<file path="src/rtl/twostage_pipelined_subtractor.sv">
// -----------------------------------------------------------------------------
// twostage_pipelined_subtractor
//
// Purpose:
//   Two-stage pipelined carry-select subtractor, D = A - B - Bin, with
//   valid/ready streaming at one result per cycle. The difference is formed as
//   A + ~B + ~Bin. The carry chain is split at WIDTH/2.
//   Stage 1 registers the low-half sum and its carry. It also registers both
//   high-half candidates: carry-in 0 and carry-in 1.
//   Stage 2 uses the registered low carry to pick a candidate. It then loads
//   the output register.
//
// Optional feature (macro SUB_SATURATE_EN):
//   When the macro is defined, a signed overflow clamps D to the signed
//   extreme in stage 2. Bout and V are still reported unchanged. When the macro
//   is undefined, D is the wrapped modulo-2^WIDTH result.
//
// Ports:
//   clk        in   rising-edge clock
//   rst_n      in   asynchronous active-low reset
//   in_valid   in   operand beat present
//   in_ready   out  block accepts a beat this cycle (combinational)
//   A          in   WIDTH-bit minuend
//   B          in   WIDTH-bit subtrahend
//   Bin        in   borrow-in (1 = subtract one more)
//   out_valid  out  result beat present
//   out_ready  in   downstream accepts the result
//   D          out  WIDTH-bit difference, modulo 2^WIDTH
//   Bout       out  borrow-out; 1 iff unsigned A < B + Bin
//   V          out  signed overflow of A - B - Bin
//
// Parameters:
//   WIDTH  operand/result width; must be even and >= 4
// -----------------------------------------------------------------------------
module twostage_pipelined_subtractor #(
    parameter int WIDTH = 64
) (
    input  logic             clk,
    input  logic             rst_n,
    input  logic             in_valid,
    output logic             in_ready,
    input  logic [WIDTH-1:0] A,
    input  logic [WIDTH-1:0] B,
    input  logic             Bin,
    output logic             out_valid,
    input  logic             out_ready,
    output logic [WIDTH-1:0] D,
    output logic             Bout,
    output logic             V
);

    localparam int L = WIDTH / 2;

    // Stage 1 registers
    logic             r_s1_valid;
    logic [L-1:0]     r_dl;
    logic             r_cl;
    logic [L:0]       r_h0;
    logic [L:0]       r_h1;
    logic             r_a_msb;
    logic             r_b_msb;

    // Output registers
    logic             r_out_valid;
    logic [WIDTH-1:0] r_d;
    logic             r_bout;
    logic             r_v;

    // Handshake and arithmetic wires
    logic             w_accept;
    logic             w_s1_adv;
    logic [L:0]       w_low_sum;
    logic [L:0]       w_h0;
    logic [L:0]       w_h1;
    logic [L:0]       w_sel_hi;
    logic [WIDTH-1:0] w_d_wrap;
    logic [WIDTH-1:0] w_d_final;
    logic             w_bout;
    logic             w_v;

    // in_ready depends only on the pipeline state and out_ready, never on
    // in_valid. This keeps the upstream handshake free of combinational loops.
    assign w_s1_adv = r_s1_valid && (!r_out_valid || out_ready);
    assign in_ready = !r_s1_valid || w_s1_adv;
    assign w_accept = in_valid && in_ready;

    // Low half: the carry-in is ~Bin. The extra top bit is the carry into the
    // high half.
    assign w_low_sum = {1'b0, A[L-1:0]} + {1'b0, ~B[L-1:0]} + {{L{1'b0}}, ~Bin};

    // The two high-half candidates are computed up front, so stage 1 stores
    // no raw high operand bits.
    assign w_h0 = {1'b0, A[WIDTH-1:L]} + {1'b0, ~B[WIDTH-1:L]};
    assign w_h1 = w_h0 + {{L{1'b0}}, 1'b1};

    // Stage 2 carry select and flag derivation from the registered low carry
    always_comb begin
        w_sel_hi = r_h0;
        if (r_cl) begin
            w_sel_hi = r_h1;
        end else begin
            w_sel_hi = r_h0;
        end
        w_d_wrap = {w_sel_hi[L-1:0], r_dl};
        // A borrow is the absence of a carry out of A + ~B + ~Bin.
        w_bout   = ~w_sel_hi[L];
        w_v      = (r_a_msb != r_b_msb) && (w_d_wrap[WIDTH-1] != r_a_msb);
    end

`ifdef SUB_SATURATE_EN
    // Clamp to the signed extreme on the side of the minuend's sign
    always_comb begin
        w_d_final = w_d_wrap;
        if (w_v && !r_a_msb) begin
            w_d_final = {1'b0, {(WIDTH-1){1'b1}}};
        end else if (w_v && r_a_msb) begin
            w_d_final = {1'b1, {(WIDTH-1){1'b0}}};
        end else begin
            w_d_final = w_d_wrap;
        end
    end
`else
    assign w_d_final = w_d_wrap;
`endif

    // Stage 1 register: capture the low sum, the candidates and the sign bits on accept
    always_ff @(posedge clk or negedge rst_n) begin
        if (!rst_n) begin
            r_s1_valid <= 1'b0;
            r_dl       <= {L{1'b0}};
            r_cl       <= 1'b0;
            r_h0       <= {(L+1){1'b0}};
            r_h1       <= {(L+1){1'b0}};
            r_a_msb    <= 1'b0;
            r_b_msb    <= 1'b0;
        end else begin
            if (w_accept) begin
                r_s1_valid <= 1'b1;
                r_dl       <= w_low_sum[L-1:0];
                r_cl       <= w_low_sum[L];
                r_h0       <= w_h0;
                r_h1       <= w_h1;
                r_a_msb    <= A[WIDTH-1];
                r_b_msb    <= B[WIDTH-1];
            end else if (w_s1_adv) begin
                r_s1_valid <= 1'b0;
            end else begin
                r_s1_valid <= r_s1_valid;
            end
        end
    end

    // Output register: load on stage-1 advance, drop valid once consumed with nothing behind it
    always_ff @(posedge clk or negedge rst_n) begin
        if (!rst_n) begin
            r_out_valid <= 1'b0;
            r_d         <= {WIDTH{1'b0}};
            r_bout      <= 1'b0;
            r_v         <= 1'b0;
        end else begin
            if (w_s1_adv) begin
                r_out_valid <= 1'b1;
                r_d         <= w_d_final;
                r_bout      <= w_bout;
                r_v         <= w_v;
            end else if (r_out_valid && out_ready) begin
                r_out_valid <= 1'b0;
            end else begin
                r_out_valid <= r_out_valid;
            end
        end
    end

    assign out_valid = r_out_valid;
    assign D         = r_d;
    assign Bout      = r_bout;
    assign V         = r_v;

endmodule

</file>
<file path="config.mk">
export PLATFORM = sky130hd
export DESIGN_NAME = twostage_pipelined_subtractor
export DESIGN_NICKNAME = d
export VERILOG_FILES = /design/src/rtl/twostage_pipelined_subtractor.sv
export SDC_FILE = /design/constraint.sdc
export NUM_CORES = 1
export LEC_CHECK = 0
export ABC_AREA = 0
export BUFFER_PORTS_ARGS = -buffer_cell sky130_fd_sc_hd__buf_2
export CAP_MARGIN = 20
export CELL_PAD_IN_SITES_DETAIL_PLACEMENT = 1
export CELL_PAD_IN_SITES_GLOBAL_PLACEMENT = 1
export CORE_MARGIN = 5
export CORE_UTILIZATION = 39
export DETAILED_ROUTE_END_ITERATION = 8
export PLACE_DENSITY = 0.85
export SLEW_MARGIN = 20
export SYNTH_ARGS = -nofsm -noshare
export SYNTH_HDL_FRONTEND = slang
export SYNTH_SLANG_ARGS = --single-unit
</file>
<file path="constraint.sdc">
create_clock -name clk -period 1.55 [get_ports clk]
set_input_delay 0.31 -clock clk [delete_from_list [all_inputs] [get_ports clk]]
set_output_delay 0.31 -clock clk [all_outputs]
set_load 0.02 [all_outputs]
</file>
==> results of run 1 <==
-- layer usage --
| layer | part of all wire | up-vias | track usage |
|---|---|---|---|
| met3 | 0.095 | 540 | 0.07152 |
| met2 | 0.47 | 1213 | 0.6092 |
| met1 | 0.33 | 6632 | 0.3706 |
| met4 | 0.11 | 4 | 0.2641 |
| met5 | 0.00046 | - | 0 |
| li1 | - | 5222 | - |
-- power breakdown --
group,total [mW],internal [mW],switching (mW),leakage (nW)
sequential,6.72,5.57,1.15,2.08
combinational,9.93,3.99,5.94,6.30
clock,5.37,3.28,2.10,0.344
total,22.0,12.8,9.19,8.72
-- sequential cells by signal, indices dropped and copies added (netlist names) --
register    cells
r_s1_valid      1
r_b_msb         1
D              64
r_h0           33
Bout            1
r_h1           33
r_cl            1
r_dl           32
r_a_msb         1
out_valid       1
V               1
-- layout by cell type, fill, tap and decap left out, types with 6 or more instances in the layout --
cell type / n
dfrtp_1: 168
nand3_4: 6
nor4_4: 7
nor3_4: 9
ha_4: 12
buf_2: 188
o21ai_1: 48
a21oi_4: 8
buf_12: 14
nor2_1: 40
o211ai_1: 10
o21ai_0: 51
xnor2_1: 7
bufinv_16: 7
buf_4: 231
inv_1: 73
xnor2_2: 16
xnor2_4: 8
nand4_1: 13
buf_6: 98
o21ai_2: 34
a21oi_2: 19
a21oi_1: 24
xor2_1: 24
mux2_2: 33
nand2_4: 11
xor2_2: 15
nand2_1: 185
clkbuf_16: 18
o21ai_4: 8
nor2_4: 8
mux2i_1: 33
o21bai_1: 7
a21o_1: 23
nand2_2: 18
nand2b_1: 11
nand3_1: 17
inv_4: 6
ha_1: 48
inv_2: 6
-- worst max path at each step --
stage | start | to | slack, ps | cells after the start
after floorplan | A[37] | r_h1[31] | -1600 | 11
after global placement | B[32] | r_h1[32] | -1840 | 15
after detailed placement | B[32] | r_h1[32] | -2000 | 15
after CTS | B[32] | r_h1[31] | -1550 | 18
after global routing | B[32] | r_h1[32] | -2250 | 16
final | B[32] | r_h1[27] | -2160 | 17
-- worst register-to-register path, delay by kind of cell, from the launching register on --
kind | cells | cell delay, ps
AND/OR/NAND/NOR | 2 | 540
multiplexers | 1 | 320
flip-flops | 1 | 480
AO/OA/AOI/OAI | 2 | 450
-- cell type report --
cell class,count,area share
Sequential cell,169,0.2363
Tap cell,372,0.02600
Antenna cell,4,0.0005592
Clock inverter,12,0.01356
Multi-Input combinational cell,906,0.4448
Clock buffer,20,0.02551
Inverter,86,0.01957
Timing Repair Buffer,538,0.2336
-- cells by family (layout without fill, tap and decap cells) --
kind of cell	count (synthesis)	in the layout	share of synthesized area
adders and majority gates	67	67	0.07985
and+or+nand+nor	385	385	0.1704
DFF	169	169	0.3923
AOI/OAI and AO/OA	312	312	0.1815
buffers and inverters	136	656	0.04886
xor gates and xnor gates	74	74	0.06012
other	0	4	0
muxes	68	68	0.06697
-- timing repair --
action | CTS | global route
pin swaps | 126 | 142
setup buffers | 60 | 64
endpoints found under the setup margin | 88 | 99
cloned | 0 | 1
hold buffers | 1 | 0
resized for setup | 229 | 231
hold endpoints to repair | 25 | 0
==> run_results.csv, run 1 <==
group,metric,value,unit
final_layout,fill_cells,2919,
logic_synthesis,syn_area_per_cell,8.902,µm²
timing,fin_crit_sh,2.391,
logic_synthesis,synthTopCellsByCount,"nand2_1 (213), dfrtp_1 (169), o21ai_0 (133)",
placed_design,dp_hpwl,29540,µm
floorplan,die_y,176.3,µm
clock_tree,cts-htree-levels,4,
run_status,status,"complete, but fails checks",
drt,drt_first_pass_iters,5,
pwr,power_density,1231,mW/mm²
final_layout,seq_area,0.004230,mm²
drt,dr_total_vias,13610,
timing,finalSetupViolCount,112,
logic_synthesis,synth.top_cells.by_area,"dfrtp_1 (39%), ha_1 (7.4%), nand2_1 (7.4%)",
drt,drt_wl_total,69090,µm
min_path,hold_path_depth,3,
logic_synthesis,syn_inst,1211,
critical_path,cp-start-kind,"input pin",
clock_tree,insertion_delay,450,ps
final_layout,syn_to_final_growth,66.04,%
floorplan,initial_utilization,0.3978,
placed_design,place_area,0.01456,mm²
critical_path,worstSetupEndpointType,"register",
drt,drt_iter0_markers,1349,
clock_tree,cts_buffers,17,
critical_path,critPathRequiredTime,1860,ps
timing,max_freq,269.8,MHz
logic_synthesis,async_flop_share,1.000,
floorplan,num_rows,60,
logic_synthesis,ys.flop_type,"dfrtp_1",
critical_path,rr_startpoint,"r_cl",
final_layout,drive_above_1_share,0.5078,
floorplan,die_w,176.3,µm
clock_tree,tritoncts,"built",
flow_run,maxCapViolCount,0,
final_layout,instances_no_fill,2107,
timing,hold_ws,181.3,ps
min_path,min_to,"r_a_msb",
critical_path,cpMaxStageDelayCell,"or4b_4",
logic_synthesis,netlist_area,0.01078,mm²
timing,worst_slack,-2156,ps
timing,hold_violations,0,
min_path,hp-class,"input pin to register",
drt,post_drt_via_cell_ratio,6.460,
placed_design,portBuffers,200,
logic_synthesis,synth-seq-cells,169,
global_routing,gr-total-overflow,0,
logic_synthesis,syn-num-nets,1411,
final_layout,multiInputGateArea,0.007963,mm²
global_routing,first_global_vias,13940,
pwr,power,22.03,mW
critical_path,cp_max_fo,6,
logic_synthesis,synth_top_area_share,0.3923,
clock_tree,root_buffer,"clkbuf_16",
final_layout,final_util,0.6605,
clock_tree,path_clk_slew,80,ps
timing,worst_slew_pin_slew,711.0,ps
drt,post-route-drc-count,0,
final_layout,postLayoutCellArea,0.01790,mm²
run_status,violations,"setup timing",
placed_design,dp.cells,1990,
timing,min_period,3706,ps
floorplan,top_level_ports,201,
min_path,hold_path.startpoint,"A[63]",
critical_path,ff2ff_path_depth,5,
pwr,power_leakage,8.716,nW
timing,slew_viol_final,0,
logic_synthesis,yosysWarnings,0,
timing,relSlewSlack,0.5260,
critical_path,critPathBufInv,5,
logic_synthesis,synth_top_area_cell,"dfrtp_1",
logic_synthesis,yosysMostFrequentCell,"nand2_1",
drt,ant_nets,0,
final_layout,fin_nets,1918,
critical_path,cp.arrival,4020,ps
critical_path,cp_top_family,"simple AND/OR/NAND/NOR gates",
placed_design,place_ws,-2005,ps
global_routing,grt.total_usage,0.3494,
pwr,ir_drop,0.9548,mV
placed_design,routabilityCongestion,0.8908,
logic_synthesis,synth_edf_count,0,
global_routing,grt_pass1_wl,83990,µm
critical_path,rrSetupSlack,-350,ps
drt,wire_per_inst,32.79,µm
global_routing,grt_antenna_before_repair,5,
timing,rsz0062_at_grt,"true",
timing,setup_tns,-92370,ps
floorplan,core,0.02710,mm²
timing,finClkSkew,12.66,ps
logic_synthesis,yosysSeqAreaShare,0.3923,
logic_synthesis,yosysUniqueCellTypes,78,
floorplan,die_area,0.03107,mm²
critical_path,cp_cell_sequence,"buf_8 -> clkinv_8 -> ha_4 -> inv_2 -> fa_2 -> nor2b_4 -> o31a_4 -> buf_4 -> o2111ai_4 -> o211ai_2 -> xor2_2 -> or4b_4 -> nor4_4 -> buf_6 -> nand3_1 -> xor2_1 -> o21ai_1",
critical_path,reg2reg_to,"V",
clock_tree,clock_sinks,169,
critical_path,cpPeakStageDelay,600,ps
global_routing,grt_max_degree,47,
clock_tree,clockBufferDepth,2,
critical_path,path_class,"input pin to register",
Power figures use the tool's default switching activity.
==> run 2: changes to the inputs <==
--- a/config.mk
+++ b/config.mk
@@ -11,10 +11,10 @@
 export CELL_PAD_IN_SITES_DETAIL_PLACEMENT = 1
 export CELL_PAD_IN_SITES_GLOBAL_PLACEMENT = 1
 export CORE_MARGIN = 5
-export CORE_UTILIZATION = 39
+export CORE_UTILIZATION = 43
 export DETAILED_ROUTE_END_ITERATION = 8
-export PLACE_DENSITY = 0.85
-export SLEW_MARGIN = 20
+export PLACE_DENSITY = 0.89
+export SLEW_MARGIN = 30
 export SYNTH_ARGS = -nofsm -noshare
 export SYNTH_HDL_FRONTEND = slang
 export SYNTH_SLANG_ARGS = --single-unit
==> constraint.sdc (replaced) <==
create_clock -name clk -period 4.23 [get_ports clk]
set_input_delay 0.846 -clock clk [delete_from_list [all_inputs] [get_ports clk]]
set_output_delay 0.846 -clock clk [all_outputs]
set_load 0.02 [all_outputs]
==> run_results.csv, run 2 (synthesis results as in run 1) <==
group,metric,value,unit
min_path,hp-class,"input pin to async pin",
final_layout,syn_to_final_growth,20.66,%
pwr,power_density,455.9,mW/mm²
floorplan,die_area,0.02834,mm²
floorplan,core,0.02496,mm²
floorplan,initial_utilization,0.4318,
clock_tree,hold_buffers,0,
critical_path,cpPeakStageDelay,490,ps
critical_path,cpMaxStageDelayCell,"or3b_2",
clock_tree,cts_buffers,17,
timing,worst_slack,289.5,ps
critical_path,crit_start,"A[0]",
drt,drt_wl_total,31930,µm
timing,rsz0062_at_grt,"false",
critical_path,worstSetupEndpointType,"register",
global_routing,gr-total-overflow,0,
critical_path,critPathRequiredTime,4570,ps
critical_path,rr_startpoint,"r_s1_valid",
drt,ant_nets,0,
placed_design,place_ws,-143.5,ps
pwr,ir_drop,0.2883,mV
clock_tree,root_buffer,"clkbuf_16",
placed_design,place_area,0.01241,mm²
run_status,status,"complete, no violations",
timing,fin_crit_sh,0.9316,
timing,finClkSkew,13.83,ps
critical_path,path_class,"input pin to register",
drt,post_drt_via_cell_ratio,5.483,
final_layout,postLayoutCellArea,0.01301,mm²
timing,setup_tns,0,ps
drt,post-route-drc-count,0,
critical_path,cp-start-kind,"input pin",
floorplan,die_w,168.3,µm
timing,relSlewSlack,0.4593,
critical_path,rrSetupSlack,2190,ps
critical_path,crit_top_cell,"o21ai_0",
drt,drt_iter0_markers,544,
final_layout,drive_above_1_share,0.2417,
placed_design,dp.cells,1742,
global_routing,grt_pass1_wl,52640,µm
timing,max_freq,253.8,MHz
placed_design,dp_hpwl,24370,µm
pwr,power,5.930,mW
global_routing,grt.total_usage,0.2234,
global_routing,grt_antenna_before_repair,0,
timing,min_period,3941,ps
timing,hold_violations,0,
clock_tree,cts_setup_buffers,0,
final_layout,largest_reg_flops,64,
clock_tree,cts-htree-levels,4,
critical_path,reg2reg_to,"r_h1[9]",
final_layout,final_common_cell,"nand2_1",
timing,worst_slew_pin_slew,811.1,ps
timing,slew_viol_final,0,
clock_tree,insertion_delay,430,ps
critical_path,cp_max_fo,2,
floorplan,num_rows,58,
placed_design,routabilityCongestion,0.8836,
drt,wire_per_inst,18.00,µm
drt,dr_total_vias,9727,
placed_design,portBuffers,200,
clock_tree,path_clk_slew,70,ps
floorplan,top_level_ports,201,
flow_run,maxCapViolCount,0,
drt,drt_first_pass_iters,5,
critical_path,cp_cell_sequence,"buf_2 -> inv_1 -> fa_1 -> fa_1 -> nor2b_1 -> o21ai_0 -> a21boi_0 -> o21ai_0 -> o31ai_2 -> a21oi_1 -> o21ai_0 -> a21boi_0 -> or3b_2 -> a31oi_1",
final_layout,instances_no_fill,1774,
critical_path,ff2ff_path_depth,4,
critical_path,cp.arrival,4290,ps
timing,finalSetupViolCount,0,
global_routing,grt_max_degree,88,
clock_tree,clock_sinks,169,
pwr,power_leakage,6.515,nW
clock_tree,clockBufferDepth,2,
critical_path,crit_path_end,"r_cl",
floorplan,die_y,168.3,µm
final_layout,final_cell_mix,"nand2_1 (211), buf_2 (199), dfrtp_1 (168)",
final_layout,diodes,0,
clock_tree,tritoncts,"built",
final_layout,fin_nets,1631,
global_routing,first_global_vias,10470,
-- run 2: cell types whose count changed in the layout (fill, tap and decap cells not counted), moves of 17 or more --
cell     previous run  this run
o21ai_1            48         8
o21ai_2            34         0
buf_4             231        50
nand2_2            18         1
o21ai_0            51       133
buf_6              98         1
a21oi_2            19         1
nand2_1           185       211
xnor2_1             7        31
xor2_1             24        43
a21oi_1            24        50
-- run 2: per-layer routing --
| layer | global-route usage | wire (µm) |
|---|---|---|
| met1 | 0.2805 | 13700 |
| met2 | 0.3997 | 16250 |
| met3 | 0.02724 | 1125 |
| met4 | 0.07234 | 850 |
| met5 | 0 | 0 |
-- run 2: worst max-delay path, delay by kind of cell --
family | cells | cell delay (ps)
compound gates | 8 | 1820
buf+inv | 2 | 120
simple gates | 2 | 620
fa+ha+maj | 2 | 880
-- run 2: layout make-up --
type	count	area, µm²
Multi-Input combinational cell	906	6053
Sequential cell	169	4230
Timing Repair Buffer	251	1403
Clock buffer	19	452.9
Fill cell	3006	11960
Clock inverter	13	132.6
Tap cell	330	412.9
Inverter	86	322.8
-- run 2: what timing repair did --
action	4_1_cts	5_1_grt
resized for setup	0	1
setup endpoints to repair	0	1
endpoints found under the hold margin	0	0
-- run 2: per-stage QoR --
step / hold WS (ps) / utilization
6_report: 451.1 / 0.5211
5_1_grt: 497.4 / 0.5211
4_1_cts: 481.4 / 0.5205
3_3_place_gp: 457.2 / 0.4970
3_5_place_dp: 463.1 / 0.4970
2_1_floorplan: 442.9 / -
-- run 2: worst min path at each step --
stage,start,to
6_report,rst_n,r_h1[9]
5_1_grt,D[42],D[42]
4_1_cts,D[53],D[53]
3_5_place_dp,r_h0[22],r_h0[22]
3_3_place_gp,r_h0[19],r_h0[19]
2_1_floorplan,r_h1[32],r_h1[32]
-- run 2: where the power goes --
part | internal, mW | leakage [nW] | switching [mW]
logic | 0.803 | 4.15 | 1.26
clock network | 0.860 | 0.288 | 0.698
registers | 2.04 | 2.08 | 0.267
total | 3.70 | 6.52 | 2.23
==> run 3: changes to the inputs <==
--- a/config.mk
+++ b/config.mk
@@ -10,10 +10,11 @@
 export CAP_MARGIN = 20
 export CELL_PAD_IN_SITES_DETAIL_PLACEMENT = 1
 export CELL_PAD_IN_SITES_GLOBAL_PLACEMENT = 1
+export CORE_ASPECT_RATIO = 0.5
 export CORE_MARGIN = 5
-export CORE_UTILIZATION = 43
+export CORE_UTILIZATION = 27
 export DETAILED_ROUTE_END_ITERATION = 8
-export PLACE_DENSITY = 0.89
+export PLACE_DENSITY = 0.56
 export SLEW_MARGIN = 30
 export SYNTH_ARGS = -nofsm -noshare
 export SYNTH_HDL_FRONTEND = slang
==> run_results.csv, run 3 (synthesis results as in run 1) <==
group,metric,value,unit
run_status,status,"complete, no violations",
timing,finalSetupViolCount,0,
critical_path,cp_max_fo,6,
clock_tree,path_clk_slew,70,ps
critical_path,ff2ff_path_depth,4,
clock_tree,clock_sinks,169,
drt,ant_nets,0,
placed_design,dp_hpwl,25420,µm
drt,drt_first_pass_iters,5,
timing,setup_tns,0,ps
floorplan,num_rows,51,
global_routing,gr-total-overflow,0,
drt,post-route-drc-count,0,
pwr,power_density,442.9,mW/mm²
final_layout,final_cell_mix,"nand2_1 (211), buf_2 (199), dfrtp_1 (168)",
pwr,power_leakage,6.633,nW
placed_design,portBuffers,200,
clock_tree,tritoncts,"built",
critical_path,crit_path_end,"r_h1[32]",
floorplan,die_area,0.04427,mm²
flow_run,maxCapViolCount,0,
timing,worst_slew_pin_slew,838.4,ps
drt,dr_total_vias,9405,
pwr,ir_drop,0.3260,mV
pwr,p_seq_frac,0.384,
clock_tree,root_buffer,"clkbuf_16",
critical_path,cpMaxStageDelayCell,"or4_4",
timing,hold_violations,0,
timing,min_period,3862,ps
pwr,power_frac_clock,0.271,
critical_path,cp_top_family,"simple AND/OR/NAND/NOR gates",
global_routing,grt.total_usage,0.1467,
drt,post_drt_via_cell_ratio,4.712,
global_routing,grt_antenna_before_repair,0,
timing,finClkSkew,8.875,ps
final_layout,fin_nets,1654,
floorplan,die_w,292.6,µm
drt,drt_wl_total,32550,µm
floorplan,initial_utilization,0.2751,
critical_path,cp-start-kind,"input pin",
floorplan,die_y,151.3,µm
pwr,switching_share,0.3664,
final_layout,drive_above_1_share,0.2524,
timing,max_freq,259.0,MHz
critical_path,rr_startpoint,"r_s1_valid",
critical_path,critPathRequiredTime,4570,ps
drt,drt_iter0_markers,419,
final_layout,largest_reg_flops,64,
global_routing,grt_max_degree,84,
clock_tree,insertion_delay,440,ps
critical_path,crit_top_cell,"inv_1",
clock_tree,clockBufferDepth,2,
timing,fin_crit_sh,0.9129,
pwr,switching_power,2.179,mW
critical_path,reg2reg_to,"r_h0[9]",
floorplan,core,0.03918,mm²
critical_path,worstSetupEndpointType,"register",
pwr,comb_power_share,0.345,
drt,wire_per_inst,16.31,µm
final_layout,syn_to_final_growth,24.54,%
placed_design,routabilityCongestion,0.8226,
clock_tree,cts-htree-levels,4,
critical_path,critPathBufInv,3,
timing,relSlewSlack,0.4411,
min_path,hp-class,"input pin to async pin",
final_layout,final_common_cell,"nand2_1",
timing,slew_viol_final,0,
global_routing,grt_pass1_wl,52390,µm
critical_path,crit_cells,15,
clock_tree,cts_buffers,17,
critical_path,crit_start,"B[32]",
pwr,intPower,3.767,mW
global_routing,first_global_vias,10030,
timing,rsz0062_at_grt,"false",
pwr,power,5.946,mW
critical_path,cpPeakStageDelay,540,ps
critical_path,cp_cell_sequence,"buf_2 -> inv_1 -> ha_1 -> inv_1 -> fa_1 -> nor2b_2 -> o31a_4 -> o211ai_1 -> and4_1 -> or4_4 -> nor3_2 -> and3_1 -> nand3_1 -> o31a_1 -> o31ai_1",
critical_path,path_class,"input pin to register",
floorplan,top_level_ports,201,
critical_path,cp.arrival,4200,ps
final_layout,diodes,0,
critical_path,rrSetupSlack,2300,ps
## run 3: changes by cell type in the layout (fill, tap and decap cells not counted), moves of 2 or more
cell	change
buf_4	+22
clkinv_2	+3
clkinv_4	-2
inv_6	-2
## run 3: worst min-delay path by stage
stage / start / cells past startpoint / endpoint / slack (ps)
6_report: rst_n / 1 / D[50] / 430
3_3_place_gp: r_h1[32] / 2 / r_h1[32] / 460
4_1_cts: rst_n / 1 / D[50] / 480
3_5_place_dp: r_h0[4] / 2 / r_h0[4] / 460
2_1_floorplan: r_h1[32] / 2 / r_h1[32] / 440
5_1_grt: r_dl[4] / 2 / r_dl[4] / 500
## run 3: repair_timing
item,4_1_cts,5_1_grt
setup buffers,0,0
setup endpoints to repair,0,1
endpoints found under the hold margin,0,0
hold buffers,0,0
gates resized for setup,0,1
## run 3: through the flow
| stage | utilization | setup slack [ps] | instance area [µm²] | std cells | hold slack (ps) |
|---|---|---|---|---|---|
| global route | 0.3427 | 104.7 | 13430 | 1996 | 498.2 |
| global placement | 0.3278 | -41.75 | 12840 | 1965 | 457.1 |
| CTS | 0.3427 | 313.1 | 13430 | 1996 | 477.8 |
| detailed placement | 0.3278 | -146.9 | 12840 | 1965 | 463.3 |
| floorplan | - | 163.4 | 10780 | 1211 | 442.9 |
| finish | 0.3427 | 368.4 | 13430 | 1996 | 430.9 |
## run 3: layer usage
metal  wire (µm)  GRT usage  up-vias  part of all wire
li1            -          -     4701                 -
met1       14250     0.1788     4585              0.44
met2       17030     0.2728       95              0.52
met3         875    0.02579       24             0.027
met4         397    0.03356        0             0.012
met5           0          0        -                 0
## run 3: layout make-up
type,count,area (µm²)
fill,4670,25750
multi-input combinational,906,6040
sequential,169,4230
timing repair buffer,274,1588
tap,530,663.1
clock buffer,18,439.2
inverter,86,322.8
clock inverter,13,142.6
## run 3: power by group through the flow
stage	combinational, mW	clock (mW)	sequential [mW]
final	2.05	1.61	2.28
after global routing	2.28	1.75	2.34
after CTS	2.10	1.68	2.29
after floorplan	1.06	0	2.51
after detailed placement	2.09	0	2.32
after global placement	2.05	0	2.30
